[config.mk]
export PLATFORM = sky130hd
export DESIGN_NAME = rom_arbiter
export DESIGN_NICKNAME = d
export VERILOG_FILES = /design/src/rtl/rom_arbiter_pkg.sv /design/src/rtl/rom_arb_tag_pipe.sv /design/src/rtl/rom_arbiter.sv
export SDC_FILE = /design/constraint.sdc
export NUM_CORES = 1
export LEC_CHECK = 0
export CORE_AREA = 2 2 92 94
export CTS_CLUSTER_SIZE = 8
export DETAILED_ROUTE_END_ITERATION = 7
export DIE_AREA = 0 0 94 96
export HOLD_SLACK_MARGIN = 0.03
export PLACE_DENSITY = 0.78
export REMOVE_ABC_BUFFERS = 1
export SLEW_MARGIN = 20
export SYNTH_ARGS = -nofsm -noshare
export SYNTH_HDL_FRONTEND = slang
export SYNTH_SLANG_ARGS = --single-unit
[constraint.sdc]
create_clock -name clk -period 2.9 [get_ports clk]
set_input_delay 0.725 -clock clk [delete_from_list [all_inputs] [get_ports clk]]
set_output_delay 0.725 -clock clk [all_outputs]
set_load 0.05 [all_outputs]
[src/rtl/rom_arbiter_pkg.sv]
// ----------------------------------------------------------------------------
// rom_arbiter_pkg
// Shared definitions for the pixel ROM arbiter:
//   VGA_ADDR_W / VGA_DATA_W : default address and word widths (RGB888 words)
//   ROM_LAT_DEF             : default ROM read latency, shared with the rom
//   port_e                  : requester IDs (PORT_DISP = display, PORT_OVL = overlay)
//   tag_t                   : {vld, port} tag carried alongside each ROM read
// ----------------------------------------------------------------------------
package rom_arbiter_pkg;

  localparam int VGA_ADDR_W  = 24;
  localparam int VGA_DATA_W  = 24;
  localparam int ROM_LAT_DEF = 1;

  typedef enum logic {
    PORT_DISP = 1'b0,
    PORT_OVL  = 1'b1
  } port_e;

  typedef struct packed {
    logic  vld;
    port_e port;
  } tag_t;

endpackage

[src/rtl/rom_arb_tag_pipe.sv]
// ----------------------------------------------------------------------------
// rom_arb_tag_pipe
// Shift register of read tags. A tag entering with a grant leaves DEPTH
// clocks later, lined up with the matching ROM output word.
// Ports:
//   clk      in  system clock, rising edge
//   rst      in  asynchronous reset, active-high; clears every stage
//   tag_in   in  tag issued in the grant cycle
//   tag_out  out tag at the end of the pipe
// ----------------------------------------------------------------------------
module rom_arb_tag_pipe
  import rom_arbiter_pkg::*;
#(
  parameter int DEPTH = 2
) (
  input  logic clk,
  input  logic rst,
  input  tag_t tag_in,
  output tag_t tag_out
);

  tag_t pipe [DEPTH];

  always_ff @(posedge clk or posedge rst) begin
    if (rst) begin
      for (int i = 0; i < DEPTH; i++) pipe[i] <= '0;
    end else begin
      pipe[0] <= tag_in;
      for (int i = 1; i < DEPTH; i++) pipe[i] <= pipe[i-1];
    end
  end

  assign tag_out = pipe[DEPTH-1];

endmodule

[src/rtl/rom_arbiter.sv]
// ----------------------------------------------------------------------------
// rom_arbiter
// Shares the single synchronous pixel ROM between the display pixel fetch
// (port 0) and the note/sprite overlay fetch (port 1). Grants are
// combinational, the ROM address is registered, and each returned word is
// steered back to the port that issued it with a one-cycle valid pulse.
// Grant-to-rvalid latency is ROM_LAT+2 clocks; reads return in grant order.
//
// Optional feature (compile-time macro DISPLAY_PRIORITY_EN):
//   defined   : port 0 has strict priority, port 1 only wins when req0=0
//   undefined : round-robin under contention (default)
//
// Ports:
//   clk, rst                    clock (rising edge), async active-high reset
//   req0/addr0/gnt0             port 0 request, address, same-cycle grant
//   rdata0/rvalid0              port 0 returned word and valid pulse
//   req1/addr1/gnt1             port 1 request, address, same-cycle grant
//   rdata1/rvalid1              port 1 returned word and valid pulse
//   rom_addr                    registered address to the ROM
//   rom_data                    ROM output, valid ROM_LAT clocks after rom_addr
// ----------------------------------------------------------------------------
module rom_arbiter
  import rom_arbiter_pkg::*;
#(
  parameter int ADDR_W  = VGA_ADDR_W,
  parameter int DATA_W  = VGA_DATA_W,
  parameter int ROM_LAT = ROM_LAT_DEF
) (
  input  logic              clk,
  input  logic              rst,
  input  logic              req0,
  input  logic [ADDR_W-1:0] addr0,
  output logic              gnt0,
  output logic [DATA_W-1:0] rdata0,
  output logic              rvalid0,
  input  logic              req1,
  input  logic [ADDR_W-1:0] addr1,
  output logic              gnt1,
  output logic [DATA_W-1:0] rdata1,
  output logic              rvalid1,
  output logic [ADDR_W-1:0] rom_addr,
  input  logic [DATA_W-1:0] rom_data
);

  port_e last_gnt;
  logic  pick1;
  tag_t  tag_p0;
  tag_t  tag_out;

  // Grant decision (stage p0, combinational)
  always_comb begin
`ifdef DISPLAY_PRIORITY_EN
    // last_gnt is still tracked but the display port always wins.
    pick1 = ~req0;
`else
    // Port 1 wins when it requests alone, or on contention when port 0 had
    // the previous grant.
    pick1 = req1 & (~req0 | (last_gnt == PORT_DISP));
`endif
    gnt0 = req0 & ~pick1;
    gnt1 = req1 & pick1;
  end

  always_comb begin
    tag_p0.vld  = gnt0 | gnt1;
    tag_p0.port = gnt1 ? PORT_OVL : PORT_DISP;
  end

  // Address register and round-robin state; rom_addr holds when idle
  always_ff @(posedge clk or posedge rst) begin
    if (rst) begin
      last_gnt <= PORT_OVL;
      rom_addr <= '0;
    end else if (gnt0 | gnt1) begin
      last_gnt <= tag_p0.port;
      rom_addr <= gnt1 ? addr1 : addr0;
    end
  end

  // Tag travels ROM_LAT+1 stages: one for the address register, ROM_LAT for the ROM
  rom_arb_tag_pipe #(
    .DEPTH (ROM_LAT + 1)
  ) u_tag_pipe (
    .clk     (clk),
    .rst     (rst),
    .tag_in  (tag_p0),
    .tag_out (tag_out)
  );

  // Return stage: capture rom_data into the tagged port only
  always_ff @(posedge clk or posedge rst) begin
    if (rst) begin
      rdata0  <= '0;
      rdata1  <= '0;
      rvalid0 <= 1'b0;
      rvalid1 <= 1'b0;
    end else begin
      rvalid0 <= tag_out.vld & (tag_out.port == PORT_DISP);
      rvalid1 <= tag_out.vld & (tag_out.port == PORT_OVL);
      if (tag_out.vld && tag_out.port == PORT_DISP) rdata0 <= rom_data;
      if (tag_out.vld && tag_out.port == PORT_OVL)  rdata1 <= rom_data;
    end
  end

endmodule
# Word level (Yosys, flattened, before mapping)
# Index checks and enable logic that the tools add are counted.
# W data, S select, Z words.
# classes
bitwise	11
n_mux	2
reduce_logical	2
# ops
op	n
$mux W24	1
$and A1 B1 Y1	5
$not A1 Y1	4
$logic_and A1 B1 Y1	2
$or A1 B1 Y1	2
$mux W1	1
# word_totals
in_bits	76
reg_bits	79

# Longest topological paths before layout
# Gate-level depths: netlist of the first run.
# logic_depth
word_depth	6
mapped_depth	5

# Hierarchy
# A second synthesis of the first run with hierarchy kept.
# hier_totals
hier_cells	255
area_unflattened_um2	3370.7
# by_module_without_submodules
module	instances	cells_each	area_per_inst_um2	seq_area_each_um2
rom_arbiter	1	248	3251.9	1878.1
rom_arb_tag_pipe	1	7	118.9	100.1

# Worst setup path before layout of the first run
# No wires, ideal clock.
# synth_timing
path_kind	input to output
startpoint	input req0
endpoint	output gnt1
path_stages	3
slack_ns	0.769
path_buffers	2
arrival_ns	1.406
t_required_ns	2.175
path_cell_list	buf_2 a21boi_2 buf_2
# synth_between
elab_chain_cells	4
# synth_rtl
element	line_no	source
start: declaration	rom_arbiter.sv:31	input logic req0,
$not A1 Y1	rom_arbiter.sv:58	pick1 = req1 & (~req0 | (last_gnt == PORT_DISP));
$or A1 B1 Y1	rom_arbiter.sv:58	
$and A1 B1 Y1	rom_arbiter.sv:58	
$and A1 B1 Y1	rom_arbiter.sv:61	gnt1 = req1 & pick1;
end: declaration	rom_arbiter.sv:38	output logic gnt1,
# No other way between the ends.

# Worst setup path in the final report of the first run
# layout_timing
startpoint	input req1
endpoint	output gnt0
# layout_between
elab_chain_cells	3
# layout_rtl
element	line_no	source
start: declaration	rom_arbiter.sv:36	input logic req1,
$and A1 B1 Y1	rom_arbiter.sv:58	
$not A1 Y1	rom_arbiter.sv:60	gnt0 = req0 & ~pick1;
$and A1 B1 Y1	rom_arbiter.sv:60	
end: declaration	rom_arbiter.sv:33	output logic gnt0,
# No other way between the ends.

==> out/results.ini, run 1 <==
[status]
status=completed

[route]
drt_iter0_markers=33
wl_met3_microns=766
wl_per_cell_microns=16.3
via_count=2427
routed_wl_microns=8030
dr_wl_met2_microns=3720
drcViolationCount=0
vias_per_cell=4.92
m1WireLength_microns=3400
routed.top_layer=met4
dr.pass1.iters=4
antenna_left=0

[floorplan]
die_height_microns=96
rows=33
die_area_sq_mm=0.00902
start_util_pct=38.8
coreArea_sq_mm=0.00805
io_pins=152
die_w_microns=94

[layout]
fin_util_pct=61.8
drive_gt1_share_pct=11.1
multi_input_area_sq_mm=0.00105
seq_area_sq_mm=0.00198
fin_area_sq_mm=0.00497
final_nets=460
areaGrowthSynthToFinish_pct=59.0
n_fill_cell=669
antenna_cells=0

[logic_synthesis]
synth.distinct_cells=19
synth_top_area_cell=dfrtp_1
synth.area.top_cells=dfrtp_1 (62%), mux2_1 (12%), a32oi_1 (5.9%), nand2_1 (5.3%), mux2_4 (4.3%)
synthXorXnorAreaFrac_pct=0
synthSimpleGateAreaFrac_pct=7.00
synth_warnings=0
synth-compound-area-share_pct=8.20
synth_fa_ha_area_share_pct=0
syn_area_sq_mm=0.00313
synthMuxAreaShare_pct=18.4
ys_seq_elements=79
synth_top_family_by_area=multiplexers
synth.avg_cell_area_sq_um=13.7
synthCells=228
seq_area_frac_synth_pct=63.3
synthDominantCellAreaShare_pct=62.4

[cts]
cts_hold_buf=0
clkTransAtPathRegs_ns=0.08
clock_sinks=79
cts-htree-levels=3
cts-root-buf=clkbuf_8
cts_setup_buffers=0
numCtsBuffers=9
cts_resized=0
cts_tree=built
worstSkewPairLatency_ns=0.34
cts_buffer_depth=2

[placement]
dpl.hpwl_microns=5970
finalWeightedCongestion=0.757
io_buffers=151
place_area_sq_mm=0.00479

[pwr]
power.density_mw_per_mm2=693
peakVddDrop_uv=283
p_leak_nw=2.13

[worst_setup_path]
worstSetupPathType=in2out
worstPathRequired_ns=2.17
cp-start-kind=input port
crit_path_max_fanout=9
arrival_ns=1.84
rr_worst_depth=3
end_kind=primary output

[sta]
setup-violations-final=0
final-max-slew-violation-count=0
grt_setup_unrepaired=false
tns_ns=0
period_share_pct=88.6
hold_viol_final=0
finalCriticalPeriod_ns=2.57
fmax_mhz=389
worstMarginPinSlew_ns=0.532
fin_skew_ns=0.00634
slew_headroom_pct=64.4

[min_path]
min_path_cells=0
min-delay-path-class=reg2reg

[global_route]
track_usage_pct=18.1
grt_max_degree=35
overflow=0
antenna_found_initial=0
grt_pass1_wl_microns=12200
grt_pass1_vias=2444

[run]
cap_violations=0

==> worst paths after layout <==
check,start,to,slack (ns)
min in group asynchronous,rst,rdata0[3],0.70
worst min register to register,u_tag_pipe.pipe[2],u_tag_pipe.tag_out[0],0.35
worst max-delay path,req1,gnt0,0.33
worst min-delay path,u_tag_pipe.pipe[2],u_tag_pipe.tag_out[0],0.35
worst max register to register,u_tag_pipe.tag_out[0],rdata0[22],1.44
max in group asynchronous,rst,rom_addr[8],1.55
==> registers in the layout (all words and copies together), names as in the netlist <==
| name | flops |
|---|---|
| rvalid0 | 1 |
| u_tag_pipe.tag_out | 2 |
| rdata0 | 24 |
| rvalid1 | 1 |
| last_gnt | 1 |
| rdata1 | 24 |
| u_tag_pipe.pipe | 2 |
| rom_addr | 24 |
==> Yosys cell counts <==
library cell and n:
clkbuf_1 2, o21ai_1 1, inv_1 5, dfrtp_1 78
a32oi_1 21, o221a_1 3, a21o_1 3, nand2_1 44
a21boi_2 1, buf_6 2, nor2_1 1, mux2_1 34
or2_1 3, mux2_4 9, nor2b_1 1, dfstp_2 1
mux2_2 5, buf_2 10, nand2b_1 4
==> report_power, final <==
group          leakage [nW]  internal [W]  switching (W)
Combinational          1.11      0.000495       0.000813
Sequential            0.929       0.00127      0.0000939
Clock                0.0988      0.000391       0.000383
==> cell families after synthesis <==
group	after synthesis
flip-flops	79
buffers and inverters	19
AO/OA/AOI/OAI	29
multiplexers	48
AND/OR/NAND/NOR	53
==> through the flow <==
step / power, W / setup WS [ns] / hold WS (ns) / instances
after floorplan: 0.00216 / 0.153 / 0.331 / 214
after global placement: 0.00267 / 0.333 / 0.334 / 478
after detailed placement: 0.00270 / 0.329 / 0.337 / 478
after CTS: 0.00348 / 0.326 / 0.347 / 493
after global routing: 0.00360 / 0.268 / 0.359 / 493
final: 0.00344 / 0.331 / 0.345 / 493
==> layout by cell type, fill, tap and decap left out, types with 2 or more instances in the layout <==
cell type / n
clkdlybuf4s50_1: 149
dfrtp_1: 78
nand2_1: 44
mux2_1: 34
a32oi_1: 21
mux2_4: 9
clkbuf_8: 9
buf_4: 7
mux2_2: 5
inv_1: 4
nand2b_1: 4
clkinv_2: 4
or2_1: 3
a21o_1: 3
o221a_1: 3
buf_12: 3
clkinv_4: 2
==> metal layers <==
metal,vias up,GRT usage (%)
met5,-,0
met1,1172,22.2
li1,1110,-
met3,11,6.58
met2,134,29.6
met4,0,6.76
==> layout make-up <==
class / count / area share, %
well taps: 105 / 2.64
multi-input cells: 130 / 21.2
repair buffers: 159 / 32.3
clock buffers: 9 / 2.49
inverters: 5 / 0.403
clock inverters: 6 / 1.26
flip-flops and latches: 79 / 39.8
==> critical path, stage by stage <==
cell             delay, ns
clkdlybuf4s50_1       0.61
nand2b_1              0.12
nand2_1               0.15
inv_1                 0.09
buf_12                0.15
No activity file was read; power rests on OpenSTA's default activity.
==> run 2: changes to the inputs <==
GPL_TIMING_DRIVEN = 0   (was not set)
==> out/results.ini, run 2 (synthesis gave the netlist of run 1 again) <==
[status]
status=completed

[sta]
setup-violations-final=0  ; unchanged
fmax_mhz=360  ; -7.6%
finalCriticalPeriod_ns=2.78  ; +0.210 ns
fin_skew_ns=0.00957  ; +0.00323 ns
period_share_pct=95.8  ; +7.2 points
final-max-slew-violation-count=0  ; unchanged
grt_setup_unrepaired=false
worstMarginPinSlew_ns=0.662  ; +0.131 ns
holdWs_ns=0.352  ; +0.00662 ns
hold_viol_final=0  ; unchanged
slew_headroom_pct=55.8  ; -8.6 points

[worst_setup_path]
cp_slowest_cell=clkdlybuf4s15_2
end_kind=primary output
worstSetupPathType=in2out
arrival_ns=2.05  ; +0.21 ns
crit_path_max_fanout=29  ; +20
reg2reg_slack_ns=1.40  ; -0.04 ns
worstPathRequired_ns=2.17  ; about the same
cp-start-kind=input port
crit_path_max_incr_delay_ns=0.61  ; about the same
path_cells=clkdlybuf4s15_2 > nand2_1 > inv_1 > clkdlybuf4s15_2
critical_path_buf_inv_count=3  ; unchanged
crit_family=buffers and inverters
crit_top_cell=clkdlybuf4s15_2

[cts]
cts-root-buf=clkbuf_8
cts_hold_buf=0  ; unchanged
clock_sinks=79  ; unchanged
cts_tree=built
clkTransAtPathRegs_ns=0.07  ; about the same
cts_buffer_depth=2  ; unchanged
numCtsBuffers=9  ; unchanged
worstSkewPairLatency_ns=0.34  ; about the same
cts-htree-levels=3  ; unchanged

[placement]
io_buffers=151  ; unchanged
finalWeightedCongestion=0.737  ; -2.6%
dp_cells=473  ; -1.0%
dpl.hpwl_microns=5660  ; -5.2%
place_area_sq_mm=0.00477  ; -0.31%

[layout]
final_common_cell=clkdlybuf4s50_1
largestRegisters=rdata0: 24 flops, rdata1: 24 flops, rom_addr: 24 flops
areaGrowthSynthToFinish_pct=62.3
final_nets=458  ; -0.43%
drive_gt1_share_pct=11.7  ; +0.58 points
final_cell_mix=clkdlybuf4s50_1 (147), dfrtp_1 (78), nand2_1 (43)
fin_area_sq_mm=0.00507  ; +2.0%
instances_no_fill=491  ; -0.41%
antenna_cells=0  ; unchanged

[pwr]
p_leak_nw=2.17  ; +1.9%
total_power_w=0.00371  ; +7.8%
peakVddDrop_uv=262  ; -7.7%
power.density_mw_per_mm2=732  ; +5.6%
p_sw_share_pct=34.9  ; -2.6 points
switchingPower_w=0.00129  ; +0.26%
combPwrFrac_pct=35.5  ; -2.5 points
seqPwrFrac_pct=36.6  ; -2.9 points
power_report.internal_total_w=0.00242  ; +12%
clkPwrFrac_pct=28.0  ; +5.5 points

[min_path]
min-delay-path-class=reg2reg

[global_route]
overflow=0  ; unchanged
track_usage_pct=18.8  ; +0.63 points
grt_pass1_vias=2562  ; +4.8%
antenna_found_initial=0  ; unchanged
grt_pass1_wl_microns=12800  ; +4.6%
grt_max_degree=49  ; +40%

[route]
drcViolationCount=0  ; unchanged
vias_per_cell=5.03  ; +2.1%
antenna_left=0  ; unchanged
via_count=2468  ; +1.7%
dr.pass1.iters=4  ; unchanged
drt_iter0_markers=33  ; unchanged
wl_per_cell_microns=16.5  ; +1.2%
routed_wl_microns=8090  ; +0.80%

[floorplan]
coreArea_sq_mm=0.00805  ; unchanged
io_pins=152  ; unchanged
die_height_microns=96  ; unchanged
die_area_sq_mm=0.00902  ; unchanged
die_w_microns=94  ; unchanged
rows=33  ; unchanged
start_util_pct=38.8  ; unchanged

[run]
cap_violations=0  ; unchanged

run 2: metal layers:
| layer | track usage [%] | share of wire [%] | routed length (microns) |
|---|---|---|---|
| met1 | 22.7 | 42 | 3430 |
| met5 | 0 | 0 | 0 |
| met4 | 8.33 | 1.9 | 155 |
| met3 | 6.19 | 9.4 | 760 |
| met2 | 30.8 | 46 | 3750 |
run 2: worst paths after layout:
check,to,from,cells past startpoint
min in group asynchronous,rdata1[14],rst,2
setup / recovery,gnt0,req0,4
hold / removal,u_tag_pipe.tag_out[0],u_tag_pipe.pipe[2],0
max in group asynchronous,rom_addr[16],rst,3
hold reg to reg,u_tag_pipe.tag_out[0],u_tag_pipe.pipe[2],0
setup reg to reg,rom_addr[21],last_gnt,3
run 2: area by class of cell:
type	instances	area, sq um
inverter	5	21.3
multi-input combinational	132	1100
clock buffer	9	124
timing repair buffer	155	1590
tap	105	131
clock inverter	6	134
fill	657	2980
sequential	79	1980
run 2: timing repair:
action,4_1_cts,5_1_grt
resized for setup,13,0
setup endpoints to repair,2,0
buffers inserted,1,0
run 2: power groups by stage:
stage	clock network [W]	logic, W	registers (W)
floorplan	0	0.000225	0.00193
global placement	0	0.00128	0.00137
detailed placement	0	0.00132	0.00137
CTS	0.00107	0.00133	0.00136
global route	0.00112	0.00138	0.00138
finish	0.00104	0.00132	0.00136
run 2: metrics by stage:
stage               worst slack, ns  setup TNS, ns  util, %
floorplan                     0.153              0        -
global placement              -1.53         -97.44     58.2
detailed placement            -1.60          -6.77     59.3
CTS                           0.126              0     63.0
global route                 0.0391              0     63.0
finish                        0.122              0     63.0
==> run 3: changes to the inputs <==
ABC_AREA = 1   (was not set)
CORE_AREA = 2 2 94 96   (was 2 2 92 94)
DIE_AREA = 0 0 96 98   (was 0 0 94 96)
PLACE_DENSITY = 0.79   (was 0.78)
==> out/results.ini, run 3 <==
[pwr]
peakVddDrop_uv=256  ; -2.0%
p_leak_nw=2.60  ; +20%
power.density_mw_per_mm2=703  ; -3.9%

[worst_setup_path]
r2r_end=rom_addr[3]
reg2reg_slack_ns=1.40  ; about the same
worstPathRequired_ns=2.17  ; about the same
end_kind=primary output
arrival_ns=1.99  ; -0.06 ns
cp-start-kind=input port
rr_worst_depth=5  ; +2
crit_path_start=req1
worstSetupPathType=in2out
crit_end=gnt0
r2r-start=last_gnt
crit_path_max_fanout=28  ; -3.4%

[sta]
worstMarginPinSlew_ns=0.778  ; +0.116 ns
fin_skew_ns=0.00764  ; -0.00193 ns
fmax_mhz=368  ; +2.2%
setup-violations-final=0  ; unchanged
finalCriticalPeriod_ns=2.72  ; -0.0604 ns
holdWs_ns=0.356  ; +0.00414 ns
final-max-slew-violation-count=0  ; unchanged
slew_headroom_pct=48.0  ; -7.9 points
hold_viol_final=0  ; unchanged
period_share_pct=93.7  ; -2.1 points
grt_setup_unrepaired=false

[layout]
n_fill_cell=707  ; +7.6%
instances_no_fill=658  ; +34%
antenna_cells=0  ; unchanged
largestRegisters=rdata0: 24 flops, rdata1: 24 flops, rom_addr: 24 flops
areaGrowthSynthToFinish_pct=51.6
final_nets=621  ; +36%
final_common_cell=clkdlybuf4s50_1
final_cell_mix=clkdlybuf4s50_1 (147), nand2_1 (96), dfrtp_1 (78)
drive_gt1_share_pct=6.36  ; -5.3 points

[logic_synthesis]
synth.distinct_cells=21  ; +2
synth_warnings=0  ; unchanged
ys_seq_elements=79  ; unchanged
synthDominantCellAreaShare_pct=56.4  ; -6.0 points
synthTopCellsByCount=nand2_1 (97), dfrtp_1 (78), inv_1 (77), nand3_1 (71), o21ai_0 (38)
synth_top_area_cell=dfrtp_1
async_flop_share_pct=100  ; unchanged
synthCells=404  ; +77%
synth_edf_count=0  ; unchanged
seq_area_frac_synth_pct=57.1  ; -6.1 points
yosysMostFrequentCell=nand2_1
synth.avg_cell_area_sq_um=8.57  ; -38%
syn_area_sq_mm=0.00346  ; +11%
synth.area.top_cells=dfrtp_1 (56%), nand2_1 (11%), nand3_1 (10%), inv_1 (8.3%), o21ai_0 (5.5%)
synthFlopType=dfrtp_1

[route]
drt_iter0_markers=68  ; +110%
routed_wl_microns=8460  ; +4.6%
vias_per_cell=4.73  ; -5.9%
dr.pass1.iters=4  ; unchanged
drcViolationCount=0  ; unchanged
antenna_left=0  ; unchanged
wl_per_cell_microns=12.9  ; -22%
via_count=3112  ; +26%

[cts]
cts_tree=built
cts_setup_buffers=0  ; -1
cts_buffer_depth=2  ; unchanged
numCtsBuffers=9  ; unchanged
cts-root-buf=clkbuf_8
clkTransAtPathRegs_ns=0.08  ; about the same
cts_hold_buf=0  ; unchanged
worstSkewPairLatency_ns=0.34  ; about the same
cts-htree-levels=3  ; unchanged
clock_sinks=79  ; unchanged

[floorplan]
die_w_microns=96  ; +2.1%
io_pins=152  ; unchanged
start_util_pct=40.9  ; +2.1 points
die_area_sq_mm=0.00941  ; +4.3%
die_height_microns=98  ; +2.1%
coreArea_sq_mm=0.00847  ; +5.1%
rows=34  ; +3.0%

[placement]
dpl.hpwl_microns=5920  ; +4.5%
io_buffers=151  ; unchanged
dp_cells=640  ; +35%
finalWeightedCongestion=0.825  ; +12%

[global_route]
met2_usage_pct=28.7  ; -2.1 points
grt_max_degree=50  ; +2.0%
antenna_found_initial=0  ; unchanged
track_usage_pct=18.6  ; -0.17 points
top_usage_layer=met2
use_met3_pct=7.56  ; +1.4 points
grt_pass1_wl_microns=13700  ; +7.2%
use_met1_pct=23.3  ; +0.58 points
grt_pass1_vias=2993  ; +17%
overflow=0  ; unchanged

[status]
status=completed

[min_path]
min-delay-path-class=reg2reg

[run]
cap_violations=0  ; unchanged

## run 3: cell types whose count changed after synthesis, sizes merged, moves of 4 or more
cell,change
nand2,+56
nand2b,-4
o21ai,+47
buf,+7
mux2,-48
nand3,+72
inv,+73
a32oi,-21
## run 3: metal layers
layer / vias to the layer above / routed length [microns]
met2: 158 / 3800
met3: 14 / 1000
li1: 1532 / -
met5: - / 0
met4: 0 / 154
met1: 1408 / 3500
## run 3: layout make-up
cell class / count / area [sq um] / share of cell area, %
flip-flops and latches: 79 / 1980 / 37.7
repair buffers: 152 / 1540 / 29.2
multi-input cells: 225 / 1080 / 20.7
inverters: 78 / 295 / 5.63
well taps: 108 / 135 / 2.57
clock buffers: 10 / 128 / 2.43
clock inverters: 6 / 92.6 / 1.76
## run 3: worst min-delay path by stage
stage / start / endpoint / slack (ns) / cells past startpoint
6_report: u_tag_pipe.pipe[3] / u_tag_pipe.tag_out[1] / 0.36 / 0
5_1_grt: u_tag_pipe.pipe[2] / u_tag_pipe.tag_out[0] / 0.36 / 0
4_1_cts: u_tag_pipe.pipe[2] / u_tag_pipe.tag_out[0] / 0.35 / 0
3_5_place_dp: u_tag_pipe.pipe[2] / u_tag_pipe.tag_out[0] / 0.34 / 0
3_3_place_gp: u_tag_pipe.pipe[3] / u_tag_pipe.tag_out[1] / 0.33 / 0
2_1_floorplan: u_tag_pipe.pipe[2] / u_tag_pipe.tag_out[0] / 0.33 / 0
## run 3: worst max-delay path: stages
cell	delay (ns)
clkdlybuf4s15_2	0.63
nand2_8	0.19
inv_1	0.16
nor2_1	0.05
clkbuf_4	0.23
## run 3: repair_timing
item | in CTS | in global routing
cloned | 2 | 0
pin swaps | 1 | 0
endpoints found under the hold margin | 0 | 0
resized for setup | 16 | 2
endpoints found under the setup margin | 2 | 1
## run 3: cells by family (layout without fill, tap and decap cells)
kind of cell,count (synthesis),after routing,share of synthesized area (%)
AO/OA/AOI/OAI,49,49,7.70
buffers and inverters,102,246,12.9
flip-flops,79,79,57.1
AND/OR/NAND/NOR,174,176,22.3
## run 3: stage by stage
step | total power [W] | worst slack (ns) | setup TNS [ns] | cell area (sq um) | utilization [%]
floorplan | 0.00226 | -0.212 | -0.212 | 3310 | -
global placement | 0.00279 | -1.24 | -81.66 | 4950 | 58.5
detailed placement | 0.00282 | -1.26 | -5.39 | 4990 | 58.9
CTS | 0.00373 | 0.0119 | 0 | 5240 | 61.9
global route | 0.00388 | 0.0830 | 0 | 5250 | 62.0
finish | 0.00369 | 0.182 | 0 | 5250 | 62.0
## run 3: where the power goes
| group | leakage (nW) | switching, W | internal (W) |
|---|---|---|---|
| clock network | 0.103 | 0.000396 | 0.000489 |
| registers | 0.953 | 0.000100 | 0.00128 |
| logic | 1.55 | 0.000944 | 0.000480 |
| total | 2.60 | 0.00144 | 0.00225 |
